$ cat config.mk
export PLATFORM = sky130hd
export DESIGN_NAME = mouse_cfg_seq
export DESIGN_NICKNAME = d
export VERILOG_FILES = /design/src/rtl/mouse_pkg.sv /design/src/rtl/mouse_cfg_seq.sv
export SDC_FILE = /design/constraint.sdc
export NUM_CORES = 1
export LEC_CHECK = 0
export CAP_MARGIN = 5
export CORE_UTILIZATION = 44
export DETAILED_ROUTE_END_ITERATION = 8
export PLACE_DENSITY = 0.69
export SLEW_MARGIN = 20
export SYNTH_ARGS = -nofsm -noshare
export SYNTH_HDL_FRONTEND = slang
export SYNTH_SLANG_ARGS = --single-unit
$ cat constraint.sdc
create_clock -name clk100MHz -period 3.17 [get_ports clk100MHz]
set_input_delay 0.4755 -clock clk100MHz [delete_from_list [all_inputs] [get_ports clk100MHz]]
set_output_delay 0.4755 -clock clk100MHz [all_outputs]
set_load 0.05 [all_outputs]
$ cat src/rtl/mouse_pkg.sv
// Shared types and default limits for the mouse controller configuration sequencer.
package mouse_pkg;

  typedef enum logic [2:0] {
    IDLE,
    WR_MAXX,
    WR_MAXY,
    WR_X,
    WR_Y,
    GAP,
    FIN
  } cfg_state_t;

  typedef enum logic [1:0] {
    PEND_NONE,
    PEND_RC,
    PEND_FULL
  } pend_t;

  localparam logic [11:0] DEF_MAX_X      = 12'd799;
  localparam logic [11:0] DEF_MAX_Y      = 12'd599;
  localparam int          DEF_GAP_CYCLES = 2;

  // A full request always wins; a recenter only fills an empty slot.
  function automatic pend_t pend_merge(input pend_t cur, input logic full, input logic rc);
    if (full) return PEND_FULL;
    if (rc && cur == PEND_NONE) return PEND_RC;
    return cur;
  endfunction

endpackage

$ cat src/rtl/mouse_cfg_seq.sv
// Writes X/Y limits and centre position into the PS/2 mouse controller with spaced strobes.
// Strobes, value, busy and done are registered; writes slip while the controller reports a packet.
module mouse_cfg_seq
  import mouse_pkg::*;
#(
  parameter logic [11:0] MAX_X      = DEF_MAX_X,
  parameter logic [11:0] MAX_Y      = DEF_MAX_Y,
  parameter int          GAP_CYCLES = DEF_GAP_CYCLES
) (
  input  logic        clk100MHz,
  input  logic        rst,
  input  logic        start,
  input  logic        recenter,
  input  logic        new_event,
  output logic [11:0] value,
  output logic        setmax_x,
  output logic        setmax_y,
  output logic        setx,
  output logic        sety,
  output logic        busy,
  output logic        done
);

  localparam logic [3:0]  GAP_LOAD = 4'(GAP_CYCLES - 1);
  localparam logic [11:0] CEN_X    = MAX_X >> 1;
  localparam logic [11:0] CEN_Y    = MAX_Y >> 1;

  cfg_state_t state, state_nxt;
  cfg_state_t wr_next, wr_next_nxt;
  pend_t      pend, pend_nxt;
  logic [3:0] gap_cnt;
  logic       boot, boot_req;
  logic       req_full, req_rc;

  always_comb begin
    req_full    = start | boot_req | (pend == PEND_FULL);
    req_rc      = recenter | (pend == PEND_RC);
    state_nxt   = state;
    wr_next_nxt = wr_next;
    pend_nxt    = pend_merge(pend, start | boot_req, recenter);
    case (state)
      IDLE, FIN: begin
        // A request seen together with new_event waits in the slot until the line is quiet.
        if ((req_full || req_rc) && !new_event) begin
          state_nxt = req_full ? WR_MAXX : WR_X;
          pend_nxt  = PEND_NONE;
        end else begin
          state_nxt = IDLE;
        end
      end
      WR_MAXX: begin
        state_nxt   = GAP;
        wr_next_nxt = WR_MAXY;
      end
      WR_MAXY: begin
        state_nxt   = GAP;
        wr_next_nxt = WR_X;
      end
      WR_X: begin
        state_nxt   = GAP;
        wr_next_nxt = WR_Y;
      end
      WR_Y:    state_nxt = FIN;
      GAP: begin
        if (gap_cnt == 4'd0 && !new_event) state_nxt = wr_next;
      end
      default: state_nxt = IDLE;
    endcase
  end

  always_ff @(posedge clk100MHz or posedge rst) begin
    if (rst) begin
      state    <= IDLE;
      wr_next  <= WR_MAXY;
      pend     <= PEND_NONE;
      gap_cnt  <= 4'd0;
      boot     <= 1'b1;
      boot_req <= 1'b0;
      value    <= 12'd0;
      setmax_x <= 1'b0;
      setmax_y <= 1'b0;
      setx     <= 1'b0;
      sety     <= 1'b0;
      busy     <= 1'b0;
      done     <= 1'b0;
    end else begin
      // The post-reset full sequence is presented as a request one cycle after release.
      boot     <= 1'b0;
      boot_req <= boot;
      state    <= state_nxt;
      wr_next  <= wr_next_nxt;
      pend     <= pend_nxt;
      if (state_nxt == GAP && state != GAP) gap_cnt <= GAP_LOAD;
      else if (state == GAP && gap_cnt != 4'd0) gap_cnt <= gap_cnt - 4'd1;
      setmax_x <= (state_nxt == WR_MAXX);
      setmax_y <= (state_nxt == WR_MAXY);
      setx     <= (state_nxt == WR_X);
      sety     <= (state_nxt == WR_Y);
      busy     <= (state_nxt != IDLE);
      done     <= (state_nxt == FIN);
      if (state_nxt == WR_MAXX)      value <= MAX_X;
      else if (state_nxt == WR_MAXY) value <= MAX_Y;
      else if (state_nxt == WR_X)    value <= CEN_X;
      else if (state_nxt == WR_Y)    value <= CEN_Y;
    end
  end

endmodule
# ---- Word level (Yosys, flattened, before mapping)
# Cells that the tools add are included.
# W data, S select, Z words.
dict set report word_totals {
  regBits 32
  latchBits 0
  ram_bits 0
  romBits 0
  in_bits 5
  output_inout_bits 18
  wordCells 69
  mem_count 0
}
dict set report classes {
  addsub 1
  n_mul 0
  div_mod_pow 0
  order_cmp 0
  n_eq_ne 15
  shifts 0
  muxes 20
  n_bitwise 3
  reduce_logical 17
}
# op n
set ops {}
lappend ops {{$mux W12} 4}
lappend ops {{$eq A3 B3 Y1 const B} 6}
lappend ops {{$mux W2} 8}
lappend ops {{$eq A3 B2 Y1 const B} 4}
lappend ops {{$pmux W3 S4} 1}
lappend ops {{$pmux W3 S3} 1}
lappend ops {{$mux W4} 2}
lappend ops {{$reduce_bool A4 Y1} 2}
lappend ops {{$eq A3 B1 Y1 const B} 2}
lappend ops {{$reduce_bool A3 Y1} 2}
lappend ops {{$logic_and A1 B1 Y1} 5}
lappend ops {{$logic_not A4 Y1} 1}
lappend ops {{$sub A4 B1 Y4 const B} 1}
lappend ops {{$logic_not A3 Y1} 1}
lappend ops {{$mux W1} 3}
lappend ops {{$mux W3} 1}
lappend ops {{$ne A3 B3 Y1 const B} 1}
lappend ops {{$or A1 B1 Y1} 3}
lappend ops {{$reduce_or A3 Y1} 1}
lappend ops {{$eq A2 B1 Y1 const B} 1}
lappend ops {{$eq A2 B2 Y1 const B} 1}
lappend ops {{$logic_not A2 Y1} 1}
lappend ops {{$reduce_bool A2 Y1} 1}
lappend ops {{$reduce_or A2 Y1} 1}
lappend ops {{other kinds (2)} 2}

# ---- Depth between registers and ports, before layout
# Gate-level depths: netlist of the first run.
dict set report logic_depth {
  word_depth 11
  ltp_mapped 9
  depth_no_buf 8
}

# ---- Worst setup path before layout of the first run
# OpenSTA, ideal clock, no wires.
dict set report synth_path {
  path_type {register to register}
  from {reg gap_cnt[0]}
  to {reg value[1]}
  setup_time_ns 0.131
  arrival_ns 1.984
  t_required_ns 3.039
  path_slack_ns 1.055
  path_stages_with_launch 9
  path_buffers 1
  period_less_slack_ns 2.115
  cell_sequence {dfrtp_1 > inv_1 > ha_1 > or4b_4 > o21ai_2 > nand3b_1 > buf_6 > o21a_1 > or3_1}
}
dict set report synth_via {
  elab_chain_len 8
  word_cells_on_any_way 12
  classes_between {eq/ne (4); mux (5); reduce/logical (3)}
}
# item line
set synth_rtl {}
lappend synth_rtl {{start: declaration} mouse_cfg_seq.sv:31} ;# logic [3:0] gap_cnt;
lappend synth_rtl {{start signal: assignment} mouse_cfg_seq.sv:94} ;# else if (state == GAP && gap_cnt != 4'd0) gap_cnt <= gap_cnt - 4'd1;
lappend synth_rtl {{$logic_not A4 Y1 *} mouse_cfg_seq.sv:65} ;# if (gap_cnt == 4'd0 && !new_event) state_nxt = wr_next;
lappend synth_rtl {{$logic_and A1 B1 Y1 *} mouse_cfg_seq.sv:65}
lappend synth_rtl {{$mux W3 *} mouse_cfg_seq.sv:65}
lappend synth_rtl {{$pmux W3 S4 *} mouse_cfg_seq.sv:41} ;# case (state)
lappend synth_rtl {{via state_nxt[0]} mouse_cfg_seq.sv:28} ;# cfg_state_t state, state_nxt;
lappend synth_rtl {{$eq A3 B2 Y1} mouse_cfg_seq.sv:103} ;# else if (state_nxt == WR_X) value <= CEN_X;
lappend synth_rtl {{$mux W12} mouse_cfg_seq.sv:103}
lappend synth_rtl {{$mux W12} mouse_cfg_seq.sv:102} ;# else if (state_nxt == WR_MAXY) value <= MAX_Y;
lappend synth_rtl {{$mux W12} mouse_cfg_seq.sv:101} ;# if (state_nxt == WR_MAXX) value <= MAX_X;
lappend synth_rtl {{end signal: assignment} mouse_cfg_seq.sv:101}
lappend synth_rtl {{end signal: assignment} mouse_cfg_seq.sv:102}
lappend synth_rtl {{end signal: assignment} mouse_cfg_seq.sv:103}
lappend synth_rtl {{end: declaration} mouse_cfg_seq.sv:15} ;# output logic [11:0] value,
# Mark *: on every way through the listed nets, which the timed path passes. The rest lies on a longest branch.
# A chain may end at the register's enable or synchronous reset.

# ---- Worst setup path after layout of the first run
dict set report layout_path {
  from {reg gap_cnt[0]}
  to {reg value[1]}
}
dict set report layout_via {
  elab_chain_len 8
  word_cells_on_any_way 12
  classes_between {eq/ne (4); mux (5); reduce/logical (3)}
}
# item line
set layout_rtl {}
lappend layout_rtl {{$logic_not A4 Y1 *} mouse_cfg_seq.sv:65}
lappend layout_rtl {{$logic_and A1 B1 Y1 *} mouse_cfg_seq.sv:65}
lappend layout_rtl {{$mux W3 *} mouse_cfg_seq.sv:65}
lappend layout_rtl {{$pmux W3 S4 *} mouse_cfg_seq.sv:41}
lappend layout_rtl {{$eq A3 B2 Y1} mouse_cfg_seq.sv:103}
lappend layout_rtl {{$mux W12} mouse_cfg_seq.sv:103}
lappend layout_rtl {{$mux W12} mouse_cfg_seq.sv:102}
lappend layout_rtl {{$mux W12} mouse_cfg_seq.sv:101}
# Every way passes the cells marked *; elsewhere a longest branch is shown, timed or not.

==> impl_metrics.toml, run 1 <==
[sta]
max-slew-margin-rel = 0.365
fin_tns_setup_ns = 0
period_minus_slack_ns = 2.40
timing.fmax_ghz = 0.417
timing.final.crit_share = 0.757
hold_viol_final = 0
tightest_slew_ns = 0.946
setup_viol = 0
drv_slew = 0
rsz0062_at_grt = "no"
finClkSkew_ns = 0.0124

[final_layout]
multi_input_area_um2 = 442
areaGrowthSynthToFinish_pct = 17.8
drive_gt1_frac = 0.119
final_cell_mix = "dfrtp_1 (25), clkdlybuf4s50_1 (20), nor2_1 (12)"
regArea_um2 = 678
nets = 143
final_common_cell = "dfrtp_1"
fin_cells = 165
utilization = 0.566
antenna_cells = 0
fillers = 226

[synth]
ys_warn_count = 0
synth_enable_flop_cells = 0
synth_cell_types = 38
syn_avg_cell_area_um2 = 10.5
seq_area_frac_synth = 0.555
synthCells = 116
syn_area_um2 = 1220
yosysTopAreaCellShare = 0.512
ys_ff_latch = 27
ys.flop_type = "dfrtp_1"
async_flop_share = 1.00
yosys-top-cells-area = "dfrtp_1 (51%), dfstp_2 (4.3%), nor2_1 (3.7%)"
synth_top_area_cell = "dfrtp_1"

[cts]
numCtsBuffers = 3
worstSkewPairLatency_ns = 0.33
post_cts_buffers = 0
cts_hold_buf = 0
cts.sinks = 27
cts_tree = "done"
clock-root-buffer = "clkbuf_4"
clkTransAtPathRegs_ns = 0.15
cts_resized = 0
clockBufferDepth = 2
cts_max_level = 1

[floorplanning]
ioPinCount = 23
die_area_um2 = 2990
core_area_um2 = 2540
start_util = 0.480
rows = 18
die_x_um = 54.7
die_y_um = 54.7

[routing]
viasPerCell = 5.25
vias = 866
post-route-drc-count = 0
wirelength_um = 2200
routedWlPerCell_um = 13.3
first_pass_iters = 4
drt-initial-drc-count = 12
ant_nets = 0

[setup_path]
cp_max_fo = 10
cp-start-kind = "register"
cpPeakStageDelay_ns = 0.48
path_cells = "inv_1 > ha_1 > or4b_4 > o31ai_1 > and2_1 > or3_4 > inv_2 > or3_1"
cp_data_required_time_ns = 3.39
crit_path_start = "gap_cnt[0]"
path_class = "register to register"
r2r-start = "gap_cnt[0]"
crit_arrival_ns = 2.63
cp_slowest_cell = "or4b_4"
endpoint_kind = "register"

[power]
p_leak_nw = 0.643
p_total_mw = 1.47
worst_ir_drop_vdd_mv = 0.714
power_density_nw_per_um2 = 1020

[global_route]
antenna_found_initial = 0
grt_use_total = 0.165
grt_pass1_vias = 786
grt_overflow = 0
grt_max_degree = 28
grt_pass1_wl_um = 3420

[run]
cap_violations = 0

[placement]
dp_hpwl_um = 1600
gp_congestion = 0.795
numPlacedInstances = 161
portBuffers = 20

[min_path]
hp-class = "register to register"
min_from = "boot"

[run_status]
status = "finished, final reports clean"
==> cells in the mapped netlist, drive strengths merged, types with 2 or more instances <==
library cell	instances
nor3	6
dfstp	2
xor2	2
inv	12
buf	8
a21oi	5
nand2	9
ha	2
nor2b	4
nor2	12
dfrtp	25
nand3b	2
o31ai	2
or3	3
a211oi	2
xnor2	2
==> per-layer routing <==
| layer | wire, um | track usage | vias to the layer above |
|---|---|---|---|
| met5 | 0 | 0 | - |
| met4 | 12 | 0.0470 | 0 |
| met3 | 78 | 0.0528 | 2 |
| met2 | 1090 | 0.271 | 16 |
| met1 | 1020 | 0.207 | 429 |
| li1 | - | - | 419 |
==> cell type report <==
| class | count | share of cell area |
|---|---|---|
| sequential | 27 | 0.471 |
| multi-input combinational | 71 | 0.307 |
| clock inverter | 1 | 0.00521 |
| clock buffer | 3 | 0.0156 |
| inverter | 12 | 0.0313 |
| tap | 30 | 0.0261 |
| timing repair buffer | 21 | 0.144 |
==> cell families after synthesis <==
logic type,after synthesis,share of synthesized area
other,1,0.00307
buffers and inverters,20,0.0901
and+or+nand+nor,42,0.177
xor gates and xnor gates,4,0.0287
adders and majority gates,2,0.0205
DFF,27,0.555
AOI/OAI and AO/OA,20,0.126
==> final timing paths <==
check	to	slack (ns)	cells past startpoint
min reg2reg	boot_req	0.40	0
max	value[1]	0.77	8
max reg2reg	value[1]	0.77	8
min in group asynchronous	value[2]	0.54	2
min	boot_req	0.40	0
max in group asynchronous	wr_next[0]	2.19	2
==> power by group <==
group	switching, mW	internal (mW)
sequential	0.0778	0.453
combinational	0.493	0.293
clock	0.101	0.0483
total	0.671	0.795
==> state kept, by name, indices dropped and copies added (netlist names), 2 cells and up <==
name     flops
value        7
state        3
wr_next      3
pend         2
gap_cnt      4
==> worst max-delay path: cells and delay by family, from the launching register on <==
kind	cells	cell delay, ns
DFF	1	0.43
buffers and inverters	2	0.14
and+or+nand+nor	4	1.34
adders and majority gates	1	0.17
AOI/OAI and AO/OA	1	0.20
==> through the flow <==
stage               setup slack [ns]  cell area, um^2  hold slack (ns)
floorplan                       1.05             1230            0.379
global placement               0.513             1410            0.381
detailed placement             0.462             1410            0.383
CTS                            0.753             1440            0.401
global route                   0.624             1440            0.403
finish                         0.769             1440            0.399
Power figures use the tool's default switching activity.
==> run 2: changes to the inputs <==
- PLACE_DENSITY: 0.69 -> 0.72
- clock period: 3.17 -> 2 ns (I/O delays scaled with it)
==> run 2 against run 1 <==
Net effect: first-iteration DRC count unchanged; the flow now finishes with violations (setup timing); final area up 17%; clock skew is 0.0099 ns lower; flip-flop and latch count stayed put; core utilization is 9.6 points higher; critical endpoint unchanged.
==> impl_metrics.toml, run 2 (synthesized netlist as in run 1, its figures left out) <==
[run_status]
status = "complete, but fails checks"
violations = "setup timing"

[setup_path]
path_class = "register to register"
crit_path_start = "gap_cnt[0]"
cp_max_fo = 4
cp_slowest_cell = "or4b_4"
crit_arrival_ns = 2.35
crit_top_cell = "inv_2"
rrSetupSlack_ns = -0.14
path_cells = "inv_2 > ha_4 > or4b_4 > o31ai_2 > and2_4 > or3_4 > inv_2 > or3_1"
cp_data_required_time_ns = 2.20
crit_end = "value[1]"
reg2reg_to = "value[1]"
reg2reg_depth = 8
r2r-start = "gap_cnt[0]"
endpoint_kind = "register"
cpPeakStageDelay_ns = 0.48
cp-start-kind = "register"

[placement]
pre_cts_slack_ns = -0.358
gp_congestion = 0.813
portBuffers = 20
dpl_cell_area_um2 = 1550
dp_hpwl_um = 1810

[floorplanning]
rows = 18
die_area_um2 = 2990
die_y_um = 54.7
start_util = 0.480
ioPinCount = 23
die_x_um = 54.7
core_area_um2 = 2540

[routing]
first_pass_iters = 4
routedWlPerCell_um = 13.7
vias = 973
wirelength_um = 2590
viasPerCell = 5.12
post-route-drc-count = 0
ant_nets = 0
drt-initial-drc-count = 12

[global_route]
antenna_found_initial = 0
grt_pass1_wl_um = 4170
grt_max_degree = 28
grt_use_total = 0.198
grt_pass1_vias = 989
grt_overflow = 0

[cts]
cts.sinks = 27
numCtsBuffers = 3
worstSkewPairLatency_ns = 0.31
cts_hold_buf = 0
cts_max_level = 1
clkTransAtPathRegs_ns = 0.14
clockBufferDepth = 2
cts_tree = "done"
clock-root-buffer = "clkbuf_4"

[final_layout]
antenna_cells = 0
multi_input_area_um2 = 492
top_regs = "value x7, gap_cnt x4"
utilization = 0.662
regMostFlops = "value"
regArea_um2 = 678
areaGrowthSynthToFinish_pct = 37.9
final_common_cell = "dfrtp_1"
fillers = 204
nets = 168
largest_register_ffs = 7
final_cell_mix = "dfrtp_1 (25), buf_4 (23), clkdlybuf4s50_1 (20)"
drive_gt1_frac = 0.338
final_area_um2 = 1690

[sta]
worst_slack_ns = -0.145
max-slew-margin-rel = 0.662
tightest_slew_ns = 0.506
setup_viol = 8
drv_slew = 0
timing.final.crit_share = 1.07
period_minus_slack_ns = 2.14
hold_viol_final = 0
finClkSkew_ns = 0.00247
timing.fmax_ghz = 0.466
rsz0062_at_grt = "yes"
hold_slack_ns = 0.324

[min_path]
hp-class = "input port to asynchronous set/reset pin"

[power]
p_total_mw = 2.80
power_density_nw_per_um2 = 1660
p_leak_nw = 0.779
worst_ir_drop_vdd_mv = 1.26

[run]
cap_violations = 0
## run 2: changes by cell type in the layout (fill, tap and decap cells not counted), moves of 2 or more
cell	previous run	this run
buf_4	1	23
buf_6	0	3
inv_2	1	3
nand2_1	9	7
nand2_2	0	2
nor2_1	12	10
nor2_2	0	2
## run 2: how the worst min path moves through the flow
stage	startpoint	endpoint	slack, ns	depth (start not counted)
after floorplan	rst	boot_req	0.35	1
after global placement	boot	boot_req	0.38	0
after detailed placement	boot	boot_req	0.38	0
after CTS	rst	setx	0.33	3
after global routing	rst	pend[1]	0.39	3
final	rst	setx	0.32	3
## run 2: layout make-up
class | count | area share
timing repair buffer | 46 | 0.241
clock buffer | 4 | 0.0156
sequential | 27 | 0.402
inverter | 12 | 0.0267
multi-input combinational | 71 | 0.292
tap | 30 | 0.0223
## run 2: where the power goes
| part | switching (mW) | internal (mW) | total, mW | leakage [nW] |
|---|---|---|---|---|
| combinational | 0.951 | 0.784 | 1.74 | 0.440 |
| sequential | 0.120 | 0.718 | 0.838 | 0.324 |
| clock | 0.149 | 0.0779 | 0.227 | 0.0150 |
| total | 1.22 | 1.58 | 2.80 | 0.779 |
## run 2: worst max-delay path: cells and delay by family, from the launching register on
family / cells / cell delay [ns]
and+or+nand+nor: 4 / 1.16
DFF: 1 / 0.41
AOI/OAI and AO/OA: 1 / 0.19
buffers and inverters: 2 / 0.14
adders and majority gates: 1 / 0.12
## run 2: through the flow
step / cells / TNS [ns]
final: 190 / -0.801
after global placement: 180 / -2.17
after global routing: 190 / -1.57
after CTS: 188 / -0.698
after detailed placement: 180 / -2.79
after floorplan: 118 / -0.256
## run 2: metal layers
metal / wire length [um] / part of all wire / global-route usage / up-vias
met4: 22 / 0.0085 / 0.0769 / 0
li1: - / - / - / 468
met1: 1220 / 0.47 / 0.257 / 476
met3: 82 / 0.032 / 0.0333 / 4
met2: 1270 / 0.49 / 0.325 / 25
met5: 0 / 0 / 0 / -
## run 2: repair_timing
| item | in CTS | in global routing |
|---|---|---|
| setup endpoints to repair | 8 | 13 |
| setup buffers | 4 | 2 |
| gates resized for setup | 10 | 8 |
| pin swaps | 6 | 7 |
| gates cloned | 0 | 0 |
==> run 3: changes to the inputs <==
- CORE_MARGIN: default -> 10
==> run 3 against run 2 <==
Net effect: the flow still finishes with violations (setup timing); critical endpoint is now busy; non-clock buffer count shrank 7; highest routed layer unchanged; final area shrank 5.1%; register-to-register slack gained 0.02 ns; largest power group unchanged; worst hold slack gained 0.0055 ns; count of clock-buffer cells in the layout is the same; critical path type unchanged; critical path depth is the same; sequential power shrank 0.8%.
==> impl_metrics.toml, run 3 (synthesized netlist as in run 1, its figures left out) <==
[sta]
period_minus_slack_ns = 2.13
hold_viol_final = 0
timing.fmax_ghz = 0.470
drv_slew = 0
max-slew-margin-rel = 0.655
timing.final.crit_share = 1.06
rsz0062_at_grt = "yes"
tightest_slew_ns = 0.515
setup_viol = 8
finClkSkew_ns = 0.00421
worst_slack_ns = -0.127

[final_layout]
antenna_cells = 0
areaGrowthSynthToFinish_pct = 30.8
drive_gt1_frac = 0.248
fillers = 255
fin_cells = 184
nets = 161
final_area_um2 = 1600
top_regs = "value x7, gap_cnt x4"
final_cell_mix = "dfrtp_1 (25), clkdlybuf4s50_1 (20), buf_4 (18)"
largest_register_ffs = 7
regMostFlops = "value"
final_common_cell = "dfrtp_1"

[placement]
gp_congestion = 0.787
numPlacedInstances = 179
pre_cts_slack_ns = -0.304
dpl_cell_area_um2 = 1540
dp_hpwl_um = 1960
portBuffers = 20

[power]
p_total_mw = 2.57
power_density_nw_per_um2 = 1600
p_leak_nw = 0.740
worst_ir_drop_vdd_mv = 1.22

[setup_path]
path_class = "register to register"
rrSetupSlack_ns = -0.13
endpoint_kind = "register"
cp_max_fo = 6
cp.buffers_inverters = 3
crit_arrival_ns = 2.33
reg2reg_depth = 8
crit_path_start = "gap_cnt[0]"
cp_slowest_cell = "or4b_4"
cpPeakStageDelay_ns = 0.49
r2r-start = "gap_cnt[0]"
cp_data_required_time_ns = 2.21
path_cells = "inv_2 > ha_4 > or4b_4 > o31ai_2 > and2_1 > buf_6 > inv_1 > or3_1"
reg2reg_to = "busy"
critical-path-top-delay-family = "simple AND/OR/NAND/NOR gates"
crit_end = "busy"
cp-start-kind = "register"
path_depth = 8

[global_route]
grt_max_degree = 28
grt_overflow = 0
grt_pass1_wl_um = 4570
antenna_found_initial = 0
grt_pass1_vias = 1044
grt_use_total = 0.108

[cts]
numCtsBuffers = 3
clock-root-buffer = "clkbuf_4"
cts_max_level = 1
cts_tree = "done"
clockBufferDepth = 2
cts.sinks = 27
clkTransAtPathRegs_ns = 0.13
worstSkewPairLatency_ns = 0.31

[floorplanning]
die_x_um = 72.7
start_util = 0.451
die_y_um = 72.7
ioPinCount = 23
core_area_um2 = 2710
die_area_um2 = 5290
rows = 19

[run]
cap_violations = 0

[run_status]
status = "complete, but fails checks"
violations = "setup timing"

[routing]
ant_nets = 0
first_pass_iters = 3
viasPerCell = 5.09
wirelength_um = 2530
drt-initial-drc-count = 38
routedWlPerCell_um = 13.8
vias = 937
post-route-drc-count = 0

[min_path]
hp-class = "input port to asynchronous set/reset pin"
-- run 3: repair_timing --
item / 4_1_cts / 5_1_grt
setup endpoints to repair: 11 / 13
gates resized for setup: 7 / 0
pin swaps: 4 / 2
buffers inserted: 1 / 0
hold buffers: 0 / 0
-- run 3: how the worst min path moves through the flow --
| stage | from | endpoint | depth (start not counted) |
|---|---|---|---|
| floorplan | rst | boot_req | 1 |
| global route | rst | value[2] | 3 |
| detailed placement | boot | boot_req | 0 |
| global placement | boot | boot_req | 0 |
| finish | rst | state[1] | 3 |
| CTS | rst | state[1] | 3 |
-- run 3: worst min-delay path, cell delays in order --
cell and delay (ns):
clkdlybuf4s50_1 0.40, inv_1 0.05, buf_4 0.31
-- run 3: through the flow --
| step | TNS, ns | utilization | hold WS (ns) |
|---|---|---|---|
| 2_1_floorplan | -0.256 | - | 0.351 |
| 3_3_place_gp | -1.97 | 0.568 | 0.380 |
| 3_5_place_dp | -2.41 | 0.568 | 0.383 |
| 4_1_cts | -0.918 | 0.590 | 0.333 |
| 5_1_grt | -2.19 | 0.590 | 0.344 |
| 6_report | -0.702 | 0.590 | 0.330 |
-- run 3: layout make-up --
type                            count  area [um^2]  area share
Clock buffer                        4         26.3      0.0164
Multi-Input combinational cell     71          464       0.290
Timing Repair Buffer               39          347       0.217
Inverter                           12         45.0      0.0282
Sequential cell                    27          678       0.424
Tap cell                           31         38.8      0.0243
-- run 3: layer usage --
metal	global-route usage	vias to the layer above	part of all wire
li1	-	452	-
met1	0.109	462	0.39
met2	0.184	17	0.51
met3	0.0408	6	0.075
met4	0.0612	0	0.024
met5	0	-	0
-- run 3: power by group --
group	switching (mW)	total, mW	internal (mW)	leakage (nW)
logic	0.865	1.51	0.649	0.401
clock network	0.143	0.221	0.0778	0.0150
registers	0.113	0.831	0.718	0.324
